--- config.mk ---
export PLATFORM = sky130hd
export DESIGN_NAME = nec_prefetch
export DESIGN_NICKNAME = d
export VERILOG_FILES = /design/src/rtl/nec_prefetch_pkg.sv /design/src/rtl/nec_prefetch.sv
export SDC_FILE = /design/constraint.sdc
export NUM_CORES = 1
export LEC_CHECK = 0
export CAP_MARGIN = 15
export CORE_MARGIN = 2
export CORE_UTILIZATION = 50
export CTS_BUF_LIST = sky130_fd_sc_hd__clkbuf_2
export DETAILED_ROUTE_END_ITERATION = 8
export HOLD_SLACK_MARGIN = 0.15
export PLACE_DENSITY = 0.82
export SLEW_MARGIN = 20
export SYNTH_ARGS = -nofsm -noshare
export SYNTH_HDL_FRONTEND = slang
export SYNTH_SLANG_ARGS = --single-unit
--- constraint.sdc ---
create_clock -name clk -period 4 [get_ports clk]
set_input_delay 0.8 -clock clk [delete_from_list [all_inputs] [get_ports clk]]
set_output_delay 0.8 -clock clk [all_outputs]
set_load 0.02 [all_outputs]
--- src/rtl/nec_prefetch_pkg.sv ---
// Shared types for the nec_prefetch instruction queue.
// Build option: define NEC_PREFETCH_WORD_EN for a 16-bit fetch bus; the default
// build uses an 8-bit bus that fetches one byte per acknowledge.
package nec_prefetch_pkg;

  localparam int unsigned IPQ_DEPTH = 8;

`ifdef NEC_PREFETCH_WORD_EN
  localparam bit WordFetch = 1'b1;
`else
  localparam bit WordFetch = 1'b0;
`endif

  typedef enum logic [1:0] {
    StHalt,
    StIdle,
    StReq,
    StDiscard
  } prefetch_state_e;

endpackage

--- src/rtl/nec_prefetch.sv ---
// nec_prefetch: 8-byte address-indexed prefetch window for nec_decode.
// Fetches code bytes over a single-outstanding req/ack bus and reports how many
// bytes are valid from the decoder's pc. Bus width is set by NEC_PREFETCH_WORD_EN
// (defined: 16-bit word fetches, undefined: 8-bit byte fetches).
module nec_prefetch
  import nec_prefetch_pkg::*;
(
  input  logic            clk,
  input  logic            reset_n,
  input  logic            ce,
  input  logic [15:0]     pc,
  input  logic            flush,
  input  logic [15:0]     flush_pc,
  output logic [7:0][7:0] ipq,
  output logic [3:0]      ipq_len,
  output logic            bus_req,
  output logic [15:0]     bus_addr,
  input  logic            bus_ack,
  input  logic [15:0]     bus_data
);

  prefetch_state_e state_q, state_d;
  logic [15:0]     fetch_pc_q, fetch_pc_d;
  logic            bus_req_q, bus_req_d;
  logic [15:0]     bus_addr_q, bus_addr_d;
  logic [7:0][7:0] ipq_q, ipq_d;

  logic [15:0] fill_now, fill_acked, fetch_pc_acked;
  logic [3:0]  free_now, need_now, len_acked, free_acked, need_acked;
  logic [2:0]  wr_idx, wr_idx_hi;
  logic        ack_take;
  logic        unused_fill_hi;

  // Word-aligned fetch address on the 16-bit bus, byte address on the 8-bit bus.
  function automatic logic [15:0] fetch_addr(input logic [15:0] a);
    return WordFetch ? {a[15:1], 1'b0} : a;
  endfunction

  // Occupancy now and as it would be after taking the current acknowledge.
  always_comb begin
    fill_now       = fetch_pc_q - pc;
    ipq_len        = (state_q == StHalt) ? 4'd0 : fill_now[3:0];
    free_now       = 4'(IPQ_DEPTH) - ipq_len;
    // An odd fetch_pc only yields the high byte of its word.
    need_now       = (WordFetch && !fetch_pc_q[0]) ? 4'd2 : 4'd1;
    fetch_pc_acked = fetch_pc_q + 16'(need_now);
    fill_acked     = fetch_pc_acked - pc;
    len_acked      = fill_acked[3:0];
    free_acked     = 4'(IPQ_DEPTH) - len_acked;
    need_acked     = (WordFetch && !fetch_pc_acked[0]) ? 4'd2 : 4'd1;
  end

  // The window never exceeds 8 bytes, so only the low nibble of the distance matters.
  assign unused_fill_hi = ^{fill_now[15:4], fill_acked[15:4]};

  assign wr_idx    = fetch_pc_q[2:0];
  assign wr_idx_hi = wr_idx + 3'd1;
  // Flush wins over a coincident ack: that data is dropped.
  assign ack_take  = (state_q == StReq) && bus_ack && !flush;

  // Byte write decoder into the window.
  always_comb begin
    ipq_d = ipq_q;
    if (ack_take) begin
      if (!WordFetch) begin
        ipq_d[wr_idx] = bus_data[7:0];
      end else if (fetch_pc_q[0]) begin
        ipq_d[wr_idx] = bus_data[15:8];
      end else begin
        ipq_d[wr_idx]    = bus_data[7:0];
        ipq_d[wr_idx_hi] = bus_data[15:8];
      end
    end
  end

  // Fetch sequencing: next state, fetch pointer and bus request.
  always_comb begin
    state_d    = state_q;
    fetch_pc_d = fetch_pc_q;
    bus_req_d  = bus_req_q;
    bus_addr_d = bus_addr_q;
    if (flush) begin
      fetch_pc_d = flush_pc;
    end
    case (state_q)
      StHalt: begin
        if (flush) state_d = StIdle;
      end
      StIdle: begin
        if (!flush && free_now >= need_now) begin
          bus_req_d  = 1'b1;
          bus_addr_d = fetch_addr(fetch_pc_q);
          state_d    = StReq;
        end
      end
      StReq: begin
        if (flush) begin
          // A fetch cannot be aborted: keep requesting and drop its data later.
          if (bus_ack) begin
            bus_req_d = 1'b0;
            state_d   = StIdle;
          end else begin
            state_d = StDiscard;
          end
        end else if (bus_ack) begin
          fetch_pc_d = fetch_pc_acked;
          if (free_acked >= need_acked) begin
            bus_addr_d = fetch_addr(fetch_pc_acked);
          end else begin
            bus_req_d = 1'b0;
            state_d   = StIdle;
          end
        end
      end
      StDiscard: begin
        if (bus_ack) begin
          bus_req_d = 1'b0;
          state_d   = StIdle;
        end
      end
      default: begin
        state_d   = StHalt;
        bus_req_d = 1'b0;
      end
    endcase
  end

  // State registers, advanced only on enabled edges.
  always_ff @(posedge clk or negedge reset_n) begin
    if (!reset_n) begin
      state_q    <= StHalt;
      fetch_pc_q <= 16'h0000;
      bus_req_q  <= 1'b0;
      bus_addr_q <= 16'h0000;
      ipq_q      <= '0;
    end else if (ce) begin
      state_q    <= state_d;
      fetch_pc_q <= fetch_pc_d;
      bus_req_q  <= bus_req_d;
      bus_addr_q <= bus_addr_d;
      ipq_q      <= ipq_d;
    end
  end

  assign ipq      = ipq_q;
  assign bus_req  = bus_req_q;
  assign bus_addr = bus_addr_q;

endmodule
; After elaboration in Yosys (flattened, before gate mapping)
; Cells that the tools add are included.
[classes]
addsub = 5
mul = 0
div_mod_pow = 0
magnitude_cmp = 4
n_eq_ne = 11
shift = 0
muxes = 27
bitwise = 0
reduce_logical = 12
[op_table]
columns = op, n
row1 = 16-bit two-way mux, 8
row2 = 64-bit bitwise mux, 1
row3 = 16-bit one-hot mux with 2 select lines, 1
row4 = 8-bit demux with 3-bit select, 1
row5 = 16-bit by 1-bit adder with 16-bit output (second input constant), 1
row6 = 2-bit two-way mux, 7
row7 = 6-bit AND reduction, 2
row8 = 2-bit != test (second input constant), 5
row9 = 4-bit by 1-bit greater-or-equal comparator with 1-bit output (second input constant), 2
row10 = 8-bit two-way mux, 1
row11 = 2-bit one-hot mux with 4 select lines, 1
row12 = 4-bit subtractor, 2
row13 = 4-bit subtractor (first input constant), 2
row14 = 3-bit != test (second input constant), 2
row15 = 1-bit two-way mux, 5
row16 = 5-bit AND reduction, 1
row17 = 2-bit == test (second input constant), 2
row18 = 1-bit logical AND, 4
row19 = 3-bit by 4-bit less-than comparator with 1-bit output (second input constant), 1
row20 = 4-bit two-way mux, 1
row21 = 3-bit by 1-bit greater-or-equal comparator with 1-bit output (second input constant), 1
row22 = 1-bit one-hot mux with 3 select lines, 1
row23 = 3-bit nonzero test, 1
row24 = 2-bit by 1-bit == test with 1-bit output (second input constant), 1
row25 = 5 further kinds, 5
[word_totals]
regBits = 99
latchBits = 0
ramBits = 0
rom_bits = 0
memories = 0

; Depth between registers and ports, before layout
[depth]
word_depth = 8
ltp_mapped = 12
ltp_nobuf = 10

; Worst setup path after synthesis
; No wires, ideal clock.
[synth_timing]
kind = input-to-reg
from = input port pc[1]
to = register bus_addr_q[0] (netlist: bus_addr[0])
t_arrival_ps = 2965
t_required_ps = 3875
setup_slack_ps = 910
stages = 9
path_buffers = 1
path_cell_list = ha_1 -> ha_1 -> fa_1 -> xnor2_1 -> xnor3_2 -> o21ai_2 -> a221oi_4 -> buf_12 -> mux2_4
[synth_via]
elab_chain_cells = 7
[synth_rtl]
columns = item, line
row1 = from (decl), nec_prefetch.sv:11  ; input logic [15:0] pc,
row2 = 4-bit subtractor, nec_prefetch.sv:41  ; fill_now = fetch_pc_q - pc;
row3 = 4-bit two-way mux, nec_prefetch.sv:42  ; ipq_len = (state_q == StHalt) ? 4'd0 : fill_now[3:0];
row4 = 4-bit subtractor, nec_prefetch.sv:43  ; free_now = 4'(IPQ_DEPTH) - ipq_len;
row5 = 4-bit by 1-bit greater-or-equal comparator with 1-bit output, nec_prefetch.sv:90  ; if (!flush && free_now >= need_now) begin
row6 = 1-bit logical AND, nec_prefetch.sv:90
row7 = 2-bit != test (no source line), -
row8 = 6-bit AND reduction (no source line) (*), -
row9 = to (signal assigned), nec_prefetch.sv:140  ; bus_addr_q <= bus_addr_d;
row10 = to (decl), nec_prefetch.sv:25  ; logic [15:0] bus_addr_q, bus_addr_d;
; Mark *: on every way between the ends. The rest lies on a longest branch, timed or not.
; A chain may end at the register's enable or synchronous reset.

; Worst setup path after layout
[layout_timing]
from = input port pc[2]
to = output port ipq_len[3]
[layout_via]
elab_chain_cells = 2
[layout_rtl]
columns = item, line
row1 = 4-bit subtractor, nec_prefetch.sv:41
row2 = 4-bit two-way mux, nec_prefetch.sv:42
row3 = to (decl), nec_prefetch.sv:15  ; output logic [3:0] ipq_len,
; No other way between the ends.

==> reports/results.ini <==
[global_route]
grt_pass1_wl_mm=18.7
antenna_found_initial=0
grt_pass1_vias=3705
overflow=0
grt_max_degree=44
track_usage_pct=23.1

[final_layout]
stdcell_area_um2=6270
final_common_cell=clkdlybuf4s50_1
fill_cells=708
fin_util_pct=67.3
layout-drive-gt1-share_pct=22.6
stdcell_count=650
num_antenna_cells=0
final_cell_mix=116 x clkdlybuf4s50_1, 99 x dfrtp_1, 73 x mux2_2, 28 x nand2_1, 20 x a21oi_1
area_growth_pct=29.2
final_nets=584

[min_path]
min-delay-start=bus_addr[8]
min_path_cells=2
hold_class=flip-flop to flip-flop
min_to=bus_addr[8]

[synth]
ys.flop_type=dfrtp_1
syn_avg_cell_area_um2=12.1
synth-edff-count=0
synth_cells=401
ys_warn_count=0
synth_seq_cells=99
yosys.area.top_type=dfrtp_1
synth.area.top_cells=dfrtp_1 51%, mux2_2 17%, ha_1 3.3%
syn-num-nets=469
synth_area_um2=4860
synth_top_area_share_pct=51.0
yosysUniqueCellTypes=46
ys_async_sr_fraction_pct=100
yosysSeqAreaShare_pct=51.0

[timing]
final.setup.tns_ps=0
period_share_pct=90.9
slew_headroom_pct=51.6
finalHoldViolCount=0
max_freq_mhz=275
setup_violations=0
period_minus_slack_ps=3630
skew_ps=47.1
rsz0062_at_grt=no
tightest_slew_ps=723
finalMaxSlewViolations=0

[die]
die_y_um=103
io_pins=138
die_w_um=103
core_area_um2=9330
dieArea_um2=10500
core.rowCount=35
start_util_pct=52.1

[route]
vias=3583
drc=0
viasPerCell=5.51
antenna_left=0
wl_per_cell_um=17.8
dr_wl_met3_mm=1.19
routed.top_layer=met4
firstDrtPassIters=4
wl_met1_mm=4.52
wl_mm=11.6
first_iter_violations=129
wl_met2_mm=5.74

[clock_tree]
clk_pin_slew_ps=290
cts.sinks=99
hold_buffers=1
h-tree-depth=3
clk_latency_ps=580
cts_resized=0
root_buffer=clkbuf_2
cts_setup_buffers=0
numCtsBuffers=9
cts_tree=yes
clockBufferDepth=2

[place]
portBuffers=117
dp_cells=633
dpl.hpwl_mm=8.39
gp_congestion=0.855
place_area_um2=6150

[worst_setup_path]
crit_type=input pin to output port
cp_cell_sequence=clkdlybuf4s50_1, inv_1, ha_1, nand3b_1, and3_2, nor3_1, clkdlybuf4s50_1
critPathRequiredTime_ps=3200
cp.arrival_ps=2830
crit_top_cell=clkdlybuf4s50_1
r2r_slack_ps=610
reg2reg_depth=10
cp_max_fo=3
slowest_stage=clkdlybuf4s50_1
rr_startpoint=fetch_pc_q[1]
cp-start-kind=input pin
reg2reg_to=bus_addr[13]
slowest_delay_ps=630
critPathCaptureType=output port

[flow_run]
drv_cap=0

[outcome]
status=complete, no violations

[power]
pwr_density_cell_nw_per_um2=526
ir_drop_uv=284
p_total_mw=3.30
p_leak_nw=2.81

==> critical path, delay by kind of cell <==
family | cells | cell delay (ps)
buffers and inverters | 3 | 1180
and+or+nand+nor | 3 | 530
adders and majority gates | 1 | 330
==> routing by layer <==
layer / GRT usage [%] / up-vias
met4: 5.95 / 0
met1: 28.7 / 1788
li1: - / 1650
met5: 0 / -
met3: 9.15 / 14
met2: 38.0 / 131
==> worst max path at each step <==
stage	from	to	slack [ps]	cells past startpoint
after floorplan	pc[1]	bus_addr[0]	910	9
after global placement	pc[2]	ipq_len[3]	390	7
after detailed placement	pc[2]	ipq_len[3]	350	7
after CTS	pc[2]	ipq_len[3]	340	7
after global routing	fetch_pc_q[0]	ipq_len[3]	230	6
final	pc[2]	ipq_len[3]	370	7
==> cell families after synthesis <==
family | synth area share [%]
flip-flops | 51.0
multiplexers | 20.1
adder cells (fa/ha/maj) | 4.17
AO/OA/AOI/OAI | 7.60
buffers and inverters | 3.68
AND/OR/NAND/NOR | 9.37
XOR/XNOR | 4.07
==> flip-flops by register name (all words and copies together) (netlist names) <==
name        flops
ipq            64
bus_addr       16
fetch_pc_q     16
state_q         2
bus_req         1
==> power breakdown <==
part | switching (mW) | internal (mW)
registers | 0.166 | 1.22
clock network | 0.375 | 0.100
logic | 0.693 | 0.746
==> cell type report <==
cell class	count	area (um2)	share of cell area, %
Timing Repair Buffer	127	1260	20.1
Tap cell	129	161	2.57
Multi-Input combinational cell	263	2200	35.1
Sequential cell	99	2480	39.5
Inverter	16	60.1	0.957
Clock buffer	9	45.0	0.718
Clock inverter	7	70.1	1.12
==> stage by stage <==
step                      worst slack [ps]  hold WS [ps]
final                                  366           537
after global routing                   228           551
after CTS                              341           541
after detailed placement               346           493
after global placement                 395           487
after floorplan                        910           504
==> Yosys cell counts (2+ instances only) <==
library cell / instances
mux2i_1: 5
nand4_1: 7
xor2_1: 6
a21oi_1: 20
nor2_1: 16
a2bb2oi_1: 6
nand2_1: 28
nor2b_1: 3
o221a_2: 2
o22ai_1: 9
clkbuf_1: 14
nand3_1: 13
o21ai_0: 9
mux2_4: 7
dfrtp_1: 99
buf_1: 2
or4_1: 3
xnor2_1: 12
and3b_1: 2
fa_1: 2
ha_1: 13
and3_2: 2
and3_1: 7
buf_2: 4
nor4_2: 3
mux2_2: 73
inv_1: 15
Note: power is estimated with default switching activity, not from simulation.
